[src/rtl/mips_lsu.sv]
// mips_lsu: single-outstanding MIPS load/store unit.
// IDLE accepts, WAIT runs the memory handshake, RESP pulses the result.
module mips_lsu #(
  parameter int ADDR_W     = 18,
  parameter int BIG_ENDIAN = 0,
  parameter int TIMEOUT    = 0
) (
  input  logic              clk,
  input  logic              reset,
  input  logic              req_valid,
  output logic              req_ready,
  input  logic [2:0]        req_op,
  input  logic [31:0]       req_addr,
  input  logic [31:0]       req_wdata,
  input  logic [4:0]        req_rd,
  output logic              resp_valid,
  output logic [31:0]       resp_data,
  output logic [4:0]        resp_rd,
  output logic              resp_err,
  output logic              mem_req,
  output logic              mem_we,
  output logic [ADDR_W-1:0] mem_addr,
  output logic [3:0]        mem_be,
  output logic [31:0]       mem_wdata,
  input  logic              mem_ack,
  input  logic [31:0]       mem_rdata
);

  localparam logic [2:0] OP_LB  = 3'd0;
  localparam logic [2:0] OP_LBU = 3'd1;
  localparam logic [2:0] OP_LH  = 3'd2;
  localparam logic [2:0] OP_LHU = 3'd3;
  localparam logic [2:0] OP_LW  = 3'd4;
  localparam logic [2:0] OP_SB  = 3'd5;
  localparam logic [2:0] OP_SH  = 3'd6;
  localparam logic [2:0] OP_SW  = 3'd7;

  localparam int CNT_W = (TIMEOUT > 1) ? $clog2(TIMEOUT) : 1;

  typedef enum logic [1:0] {
    S_IDLE,
    S_WAIT,
    S_RESP
  } state_t;

  state_t state_q;
  state_t state_d;

  logic [2:0]        op_q;
  logic [ADDR_W+1:0] addr_q;
  logic [31:0]       wdata_q;
  logic [4:0]        rd_q;
  logic [CNT_W-1:0]  cnt_q;
  logic [31:0]       rdata_q;
  logic [4:0]        rrd_q;
  logic              err_q;

  logic        req_mis;
  logic        is_load;
  logic        tmo;
  logic [1:0]  blane;
  logic        hsel;
  logic [7:0]  rbyte;
  logic [15:0] rhalf;
  logic [31:0] load_val;
  logic [3:0]  be_v;
  logic [31:0] wd_v;
  logic        unused_req;

  assign unused_req = ^req_addr;

  // Misalignment of the incoming request, judged at acceptance.
  always_comb begin
    req_mis = 1'b0;
    unique case (req_op)
      OP_LH, OP_LHU, OP_SH: req_mis = req_addr[0];
      OP_LW, OP_SW:         req_mis = |req_addr[1:0];
      default:              req_mis = 1'b0;
    endcase
  end

  assign is_load = (op_q <= OP_LW);

  // Timeout fires on the last permitted WAIT cycle without an ack.
  always_comb begin
    tmo = 1'b0;
    if (TIMEOUT > 0)
      tmo = ~mem_ack & (32'(cnt_q) == 32'(TIMEOUT - 1));
  end

  // Lane steering for load extraction and store enables/data.
  always_comb begin
    blane    = (BIG_ENDIAN != 0) ? ~addr_q[1:0] : addr_q[1:0];
    hsel     = (BIG_ENDIAN != 0) ? ~addr_q[1] : addr_q[1];
    rbyte    = 8'(mem_rdata >> {blane, 3'b000});
    rhalf    = hsel ? mem_rdata[31:16] : mem_rdata[15:0];
    load_val = '0;
    be_v     = 4'b1111;
    wd_v     = wdata_q;
    unique case (op_q)
      OP_LB:  load_val = {{24{rbyte[7]}}, rbyte};
      OP_LBU: load_val = {24'b0, rbyte};
      OP_LH:  load_val = {{16{rhalf[15]}}, rhalf};
      OP_LHU: load_val = {16'b0, rhalf};
      OP_LW:  load_val = mem_rdata;
      OP_SB: begin
        be_v = 4'b0001 << blane;
        wd_v = {4{wdata_q[7:0]}};
      end
      OP_SH: begin
        be_v = hsel ? 4'b1100 : 4'b0011;
        wd_v = {2{wdata_q[15:0]}};
      end
      OP_SW:  wd_v = wdata_q;
      default: load_val = '0;
    endcase
  end

  // Next-state logic.
  always_comb begin
    state_d = state_q;
    unique case (state_q)
      S_IDLE: begin
        if (req_valid)
          state_d = req_mis ? S_RESP : S_WAIT;
      end
      S_WAIT: begin
        if (mem_ack || tmo)
          state_d = S_RESP;
      end
      S_RESP:  state_d = S_IDLE;
      default: state_d = S_IDLE;
    endcase
  end

  // State register.
  always_ff @(posedge clk) begin
    if (reset)
      state_q <= S_IDLE;
    else
      state_q <= state_d;
  end

  // Request capture, timeout count and response registers.
  always_ff @(posedge clk) begin
    if (reset) begin
      op_q    <= '0;
      addr_q  <= '0;
      wdata_q <= '0;
      rd_q    <= '0;
      cnt_q   <= '0;
      rdata_q <= '0;
      rrd_q   <= '0;
      err_q   <= 1'b0;
    end else begin
      unique case (state_q)
        S_IDLE: begin
          if (req_valid) begin
            op_q    <= req_op;
            addr_q  <= req_addr[ADDR_W+1:0];
            wdata_q <= req_wdata;
            rd_q    <= req_rd;
            cnt_q   <= '0;
            rdata_q <= '0;
            rrd_q   <= '0;
            err_q   <= req_mis;
          end
        end
        S_WAIT: begin
          if (mem_ack) begin
            rdata_q <= is_load ? load_val : '0;
            rrd_q   <= is_load ? rd_q : '0;
            err_q   <= 1'b0;
          end else if (tmo) begin
            err_q   <= 1'b1;
          end else if (TIMEOUT > 0) begin
            cnt_q   <= cnt_q + 1'b1;
          end
        end
        S_RESP: begin
          rdata_q <= '0;
          rrd_q   <= '0;
          err_q   <= 1'b0;
        end
        default: begin
          err_q <= 1'b0;
        end
      endcase
    end
  end

  assign req_ready  = (state_q == S_IDLE);
  assign mem_req    = (state_q == S_WAIT);
  assign mem_we     = mem_req & ~is_load;
  assign mem_be     = mem_req ? be_v : 4'b0000;
  assign mem_addr   = addr_q[ADDR_W+1:2];
  assign mem_wdata  = wd_v;
  assign resp_valid = (state_q == S_RESP);
  assign resp_data  = resp_valid ? rdata_q : '0;
  assign resp_rd    = resp_valid ? rrd_q : '0;
  assign resp_err   = resp_valid & err_q;

endmodule

[config.mk]
export PLATFORM = sky130hd
export DESIGN_NAME = mips_lsu
export DESIGN_NICKNAME = d
export VERILOG_FILES = /design/src/rtl/mips_lsu.sv
export SDC_FILE = /design/constraint.sdc
export NUM_CORES = 1
export LEC_CHECK = 0
export CAP_MARGIN = 10
export CELL_PAD_IN_SITES_DETAIL_PLACEMENT = 2
export CELL_PAD_IN_SITES_GLOBAL_PLACEMENT = 2
export CORE_MARGIN = 1
export CORE_UTILIZATION = 24
export DETAILED_ROUTE_END_ITERATION = 10
export PLACE_DENSITY = 0.85
export RECOVER_POWER = 100
export SYNTH_ARGS = -nofsm -noshare
export SYNTH_HDL_FRONTEND = slang
export SYNTH_SLANG_ARGS = --single-unit
[constraint.sdc]
create_clock -name clk -period 2.6 [get_ports clk]
set_input_delay 0.65 -clock clk [delete_from_list [all_inputs] [get_ports clk]]
set_output_delay 0.65 -clock clk [all_outputs]
set_load 0.02 [all_outputs]
* Word-level counts from Yosys, hierarchy flattened
Cells that the tools add are included.
Cells by class: $lt $le $gt $ge 1, equal/unequal tests 15, shift operators 2, mux-type cells 24, bitwise logic cells 3, reduce and logical (&&, ||, !) cells 9
Operators by type and width (number):
- $pmux 32 s5 | 1
- $mux 32 | 4
- $pmux 32 s3 | 1
- $pmux 32 s2 | 1
- $shr 32x5->8 | 1
- $mux 5 | 4
- $eq 3x3->1 const B | 6
- $mux 16 | 1
- $pmux 5 s3 | 1
- $eq 3x2->1 const B | 4
- $mux 4 | 2
- $pmux 4 s2 | 1
- $mux 2 | 3
- $pmux 1 s2 | 2
- $pmux 2 s2 | 1
- $reduce_and 2->1 | 2
- $reduce_or 2->1 | 2
- $shl 1x2->4 const A | 1
- $eq 3x1->1 const B | 1
- $le 3x3->1 const B | 1
- $logic_not 3->1 | 1
- $reduce_and 3->1 | 1
- $reduce_bool 3->1 | 1
- $reduce_or 3->1 | 1
- other kinds (8) | 10
Storage, ports and cells: register bits 100, output and inout port bits 96, logic and storage cells 62

* Logic depth before layout (Yosys ltp)
Gate-level depths: netlist of the first run.
depth in word-level cells 6, gate-level depth with buffers 8

* Least setup slack after synthesis of the first run
OpenSTA, ideal clock, no wires.
path type register to output, start point register op_q[0], end point output port mem_wdata[22], arrival 1529 ps, slack 421 ps, cell stages (with the launch flop) 6, path buffers 2, path through dfxtp_1 -> buf_2 -> o21ai_0 -> a21oi_2 -> buf_2 -> mux2_2
On the way: word-level cells in the longest chain between the ends 2, elaborated cells between the ends (all ways) 3, classes of those cells eq/ne: 2; mux: 1
RTL lines:
- start, declared | line 49 | logic [2:0] op_q;
- start signal, assigned | line 159 | op_q <= req_op;
- $eq 3x3->1 | line 100 | unique case (op_q)
- $pmux 32 s2 * | line 100
- end, declared | line 24 | output logic [31:0] mem_wdata,
Every way passes the cells marked *; elsewhere a longest branch is shown, timed or not.

* Worst setup path in the final report of the first run
start point register op_q[0], end point output port mem_wdata[9]
Same word-level chain as after synthesis.

==> results.md, run 1 <==
* Status: completed
* Combinational share of power at 23.8%
* CP Capture Type: output pin
* CP bufs+invs at 2
* Syn Nets at 740
* Non-filler cells in the finished layout at ~1100
* GR Util All Layers at 17.8%
* Later-pin clock latency in the skew report at 350 ps
* Kind of critical path: register to output pin
* HP Class: register to register
* Slew margin rel. at between 30% and 40%
* Clock buffer count from CTS at 9
* Num rows at 52
* CP Cell Sequence: nor2b_1 > nand2_2 > buf_4 > mux2_2 > dlygate4sd2_1
* Sequential share of the synthesized area at approximately two fifths
* Layout cells sized above 1 at 9.71%
* 1st-iter DRT viols at 135
* Hold Vio Cnt, Final at 0
* Power density cells at 547 nW/um^2
* Chip height at 147 um
* Max IR drop VDD at 0.336 mV
* GPL Wtd Cong at around 0.80
* P_int at 2.69 mW
* Clk pwr share at 33.2%
* CTS Buffer Depth at 2
* Final Max Tran Viols at 0
* Max incr delay on CP at 380 ps
* Max Cap Violations at 0
* DRC violations left at 0
* Yosys cell types at 37
* Worst hold start: addr_q[14]
* Ant diodes at 0
* Die area at 21500 um^2
* Synth Register Bits at 100
* First-pass GRT wire length at 29.6 mm
* Post-DRT Antenna Nets at 0
* Drt wl/cell at 18.4 um
* Sequential power share at 43.0%
* Crit path from: op_q[0]
* CP required at 1950 ps
* Fin crit share at between 90% and 100%
* Post-synth ARST share at 0%
* # nets final at 886
* Initial DRT Pass Iterations at 4
* Cell family with most CP delay: buffers and inverters
* CTS clk-pin slew, worst paths at 70 ps
* Boundary Pins at 204
* Net Sw Frac at 30.8%
* Initial core utilization at 24.6%
* Largest net degree at the start of global routing at 50
* Final Critical Period at around 2500 ps
* Post-Syn Area at 5020 um^2
* Core footprint at 20400 um^2
* Yosys warning count at 0
* Total negative slack at 0 ps
* Worst Tran Pin Value at 958 ps
* Die width at 147 um
* Max H-tree Level at 3
* Setup crit start kind: register
* Arrival time worst endpoint at 1860 ps
* Hold-fix buffers, CTS at 0
* Synth Instances at 632
* Total clock sinks at 100
* Root Buffer: clkbuf_16
* P_sw at 1.20 mW
* Top_reg_cell synth: dfxtp_1
* CTS tree: built
* Leak at 2.73 nW
* Post-DP HPWL at 13.9 mm
* EDFF count, synth at 0
* Reg2reg start: addr_q[1]
* Vias in the first global route at 5435
* Drt total wl at 19.3 mm
* Vias per inst at a little under 5
* Critical path's slowest cell: dfxtp_2
* Gr ovfl total at 0
* Crit path max fanout at 6
* PortBufs at 191
* Area delta synth->final at 41.9%
* Vias post-DR at 5055
* Setup-failing EPs final at 0
* Initial antenna violation count at 1
* Fmax at 398 MHz
* Inst Count DP at 1036
* Syn_area_per_cell at 7.94 um^2
* Unrepaired setup endpoints after global routing: no
* Layout Skew at 7.67 ps
sequential cells by signal, indices dropped and copies added (netlist names):
register and cells:
addr_q 20, err_q 1, op_q 3, rd_q 5
rdata_q 32, rrd_q 5, state_q 2, wdata_q 32
final timing paths:
| path | endpoint | slack (ps) | cells after the start |
|---|---|---|---|
| setup / recovery | mem_wdata[9] | 90 | 5 |
| hold / removal | addr_q[14] | 450 | 2 |
| setup reg to reg | rdata_q[13] | 330 | 6 |
| hold reg to reg | addr_q[14] | 450 | 2 |
what timing repair did:
| item | in CTS | in global routing |
|---|---|---|
| buffers inserted | 1 | 0 |
| gates resized for setup | 32 | 36 |
| endpoints found under the setup margin | 32 | 43 |
| cloned | 0 | 0 |
layout by cell type (no fill, tap or decap), drive strengths merged:
cell type,Yosys,final
nor4b,1,1
or4,1,1
a2bb2oi,2,2
inv,1,2
clkinv,0,3
a221oi,8,8
a22oi,28,28
clkbuf,36,48
nand3,9,9
nor3,1,1
nand2,146,146
nor3b,1,1
o2bb2ai,16,16
clkdlybuf4s50,0,99
a21oi,96,96
dfxtp,100,100
nor2b,8,8
dlygate4sd2,0,28
a211oi,18,18
xnor2,1,1
mux2i,1,1
nor2,23,23
o22ai,9,9
nand2b,13,13
and3,1,1
mux4,1,1
nand3b,1,1
a21o,2,2
o21ai,5,5
a31oi,1,1
buf,46,24
dlygate4sd3,0,30
and2,38,38
mux2,18,18
cell usage after synthesis, types with 8 or more instances:
| cell | number | area share (%) |
|---|---|---|
| nand2_1 | 146 | 11 |
| dfxtp_1 | 100 | 40 |
| a21oi_1 | 95 | 9.5 |
| and2_1 | 38 | 4.7 |
| clkbuf_1 | 36 | 2.7 |
| a22oi_1 | 28 | 4.2 |
| buf_4 | 26 | 3.9 |
| nor2_1 | 23 | 1.7 |
| mux2_2 | 17 | 3.8 |
| o2bb2ai_1 | 16 | 2.8 |
| buf_2 | 13 | 1.3 |
| nand2b_1 | 12 | 1.5 |
| a211oi_2 | 10 | 2.5 |
| nand3_1 | 9 | 0.90 |
| o22ai_1 | 9 | 1.1 |
| a211oi_1 | 8 | 1.2 |
| a221oi_1 | 8 | 1.4 |
| nor2b_1 | 8 | 1.0 |
final cells by class:
| class | count | area (um^2) |
|---|---|---|
| Clock buffer | 12 | 246 |
| Clock inverter | 4 | 23.8 |
| Fill cell | 2345 | 13200 |
| Inverter | 1 | 3.75 |
| Multi-Input combinational cell | 449 | 2560 |
| Sequential cell | 100 | 2010 |
| Tap cell | 270 | 338 |
| Timing Repair Buffer | 217 | 1940 |
power groups by stage:
| stage | Clock [mW] | Sequential (mW) | Combinational [mW] |
|---|---|---|---|
| after floorplan | 0 | 1.68 | 0.559 |
| after global placement | 0 | 1.71 | 0.971 |
| after detailed placement | 0 | 1.71 | 0.993 |
| after CTS | 1.36 | 1.68 | 0.975 |
| after global routing | 1.41 | 1.69 | 1.00 |
| final | 1.29 | 1.67 | 0.925 |
per-stage QoR:
| step | hold WS, ps | setup WS, ps | utilization [%] | area [um^2] | total power [mW] |
|---|---|---|---|---|---|
| global route | 477 | 2.05 | 34.9 | 7120 | 4.10 |
| CTS | 461 | 4.37 | 36.2 | 7380 | 4.01 |
| finish | 453 | 86.3 | 34.9 | 7120 | 3.89 |
| floorplan | 424 | 421 | - | 5020 | 2.24 |
| global placement | 438 | 93.6 | 35.0 | 7130 | 2.68 |
| detailed placement | 446 | 26.9 | 35.0 | 7130 | 2.70 |
worst reg2reg max path, cell delays in order (launching register included):
cell       delay (ps)
dfxtp_1           510
buf_4             350
mux4_2            540
nor4b_2           170
buf_4             180
a221oi_1          270
o2bb2ai_1         110
cell families (layout without fill, tap and decap cells):
kind of cell,count (synthesis),in the layout,synth area share [%]
flip-flops,100,100,39.9
AND/OR/NAND/NOR,243,243,22.1
XOR/XNOR,1,1,0.175
AO/OA/AOI/OAI,185,185,24.1
multiplexers,20,20,4.76
buffers and inverters,83,234,8.93
routing by layer:
layer | track usage (%) | wire [um] | up-vias
met1 | 20.9 | 8300 | 2469
li1 | - | - | 2440
met3 | 6.72 | 1430 | 9
met5 | 0 | 0 | -
met2 | 31.2 | 9470 | 137
met4 | 2.97 | 131 | 0
Power figures use the tool's default switching activity.
==> run 2, diff against run 1 <==
SLEW_MARGIN = 20   (was not set)
==> results of run 2 <==
Same layout as run 1: the final DEF is identical, and so are final timing and power.
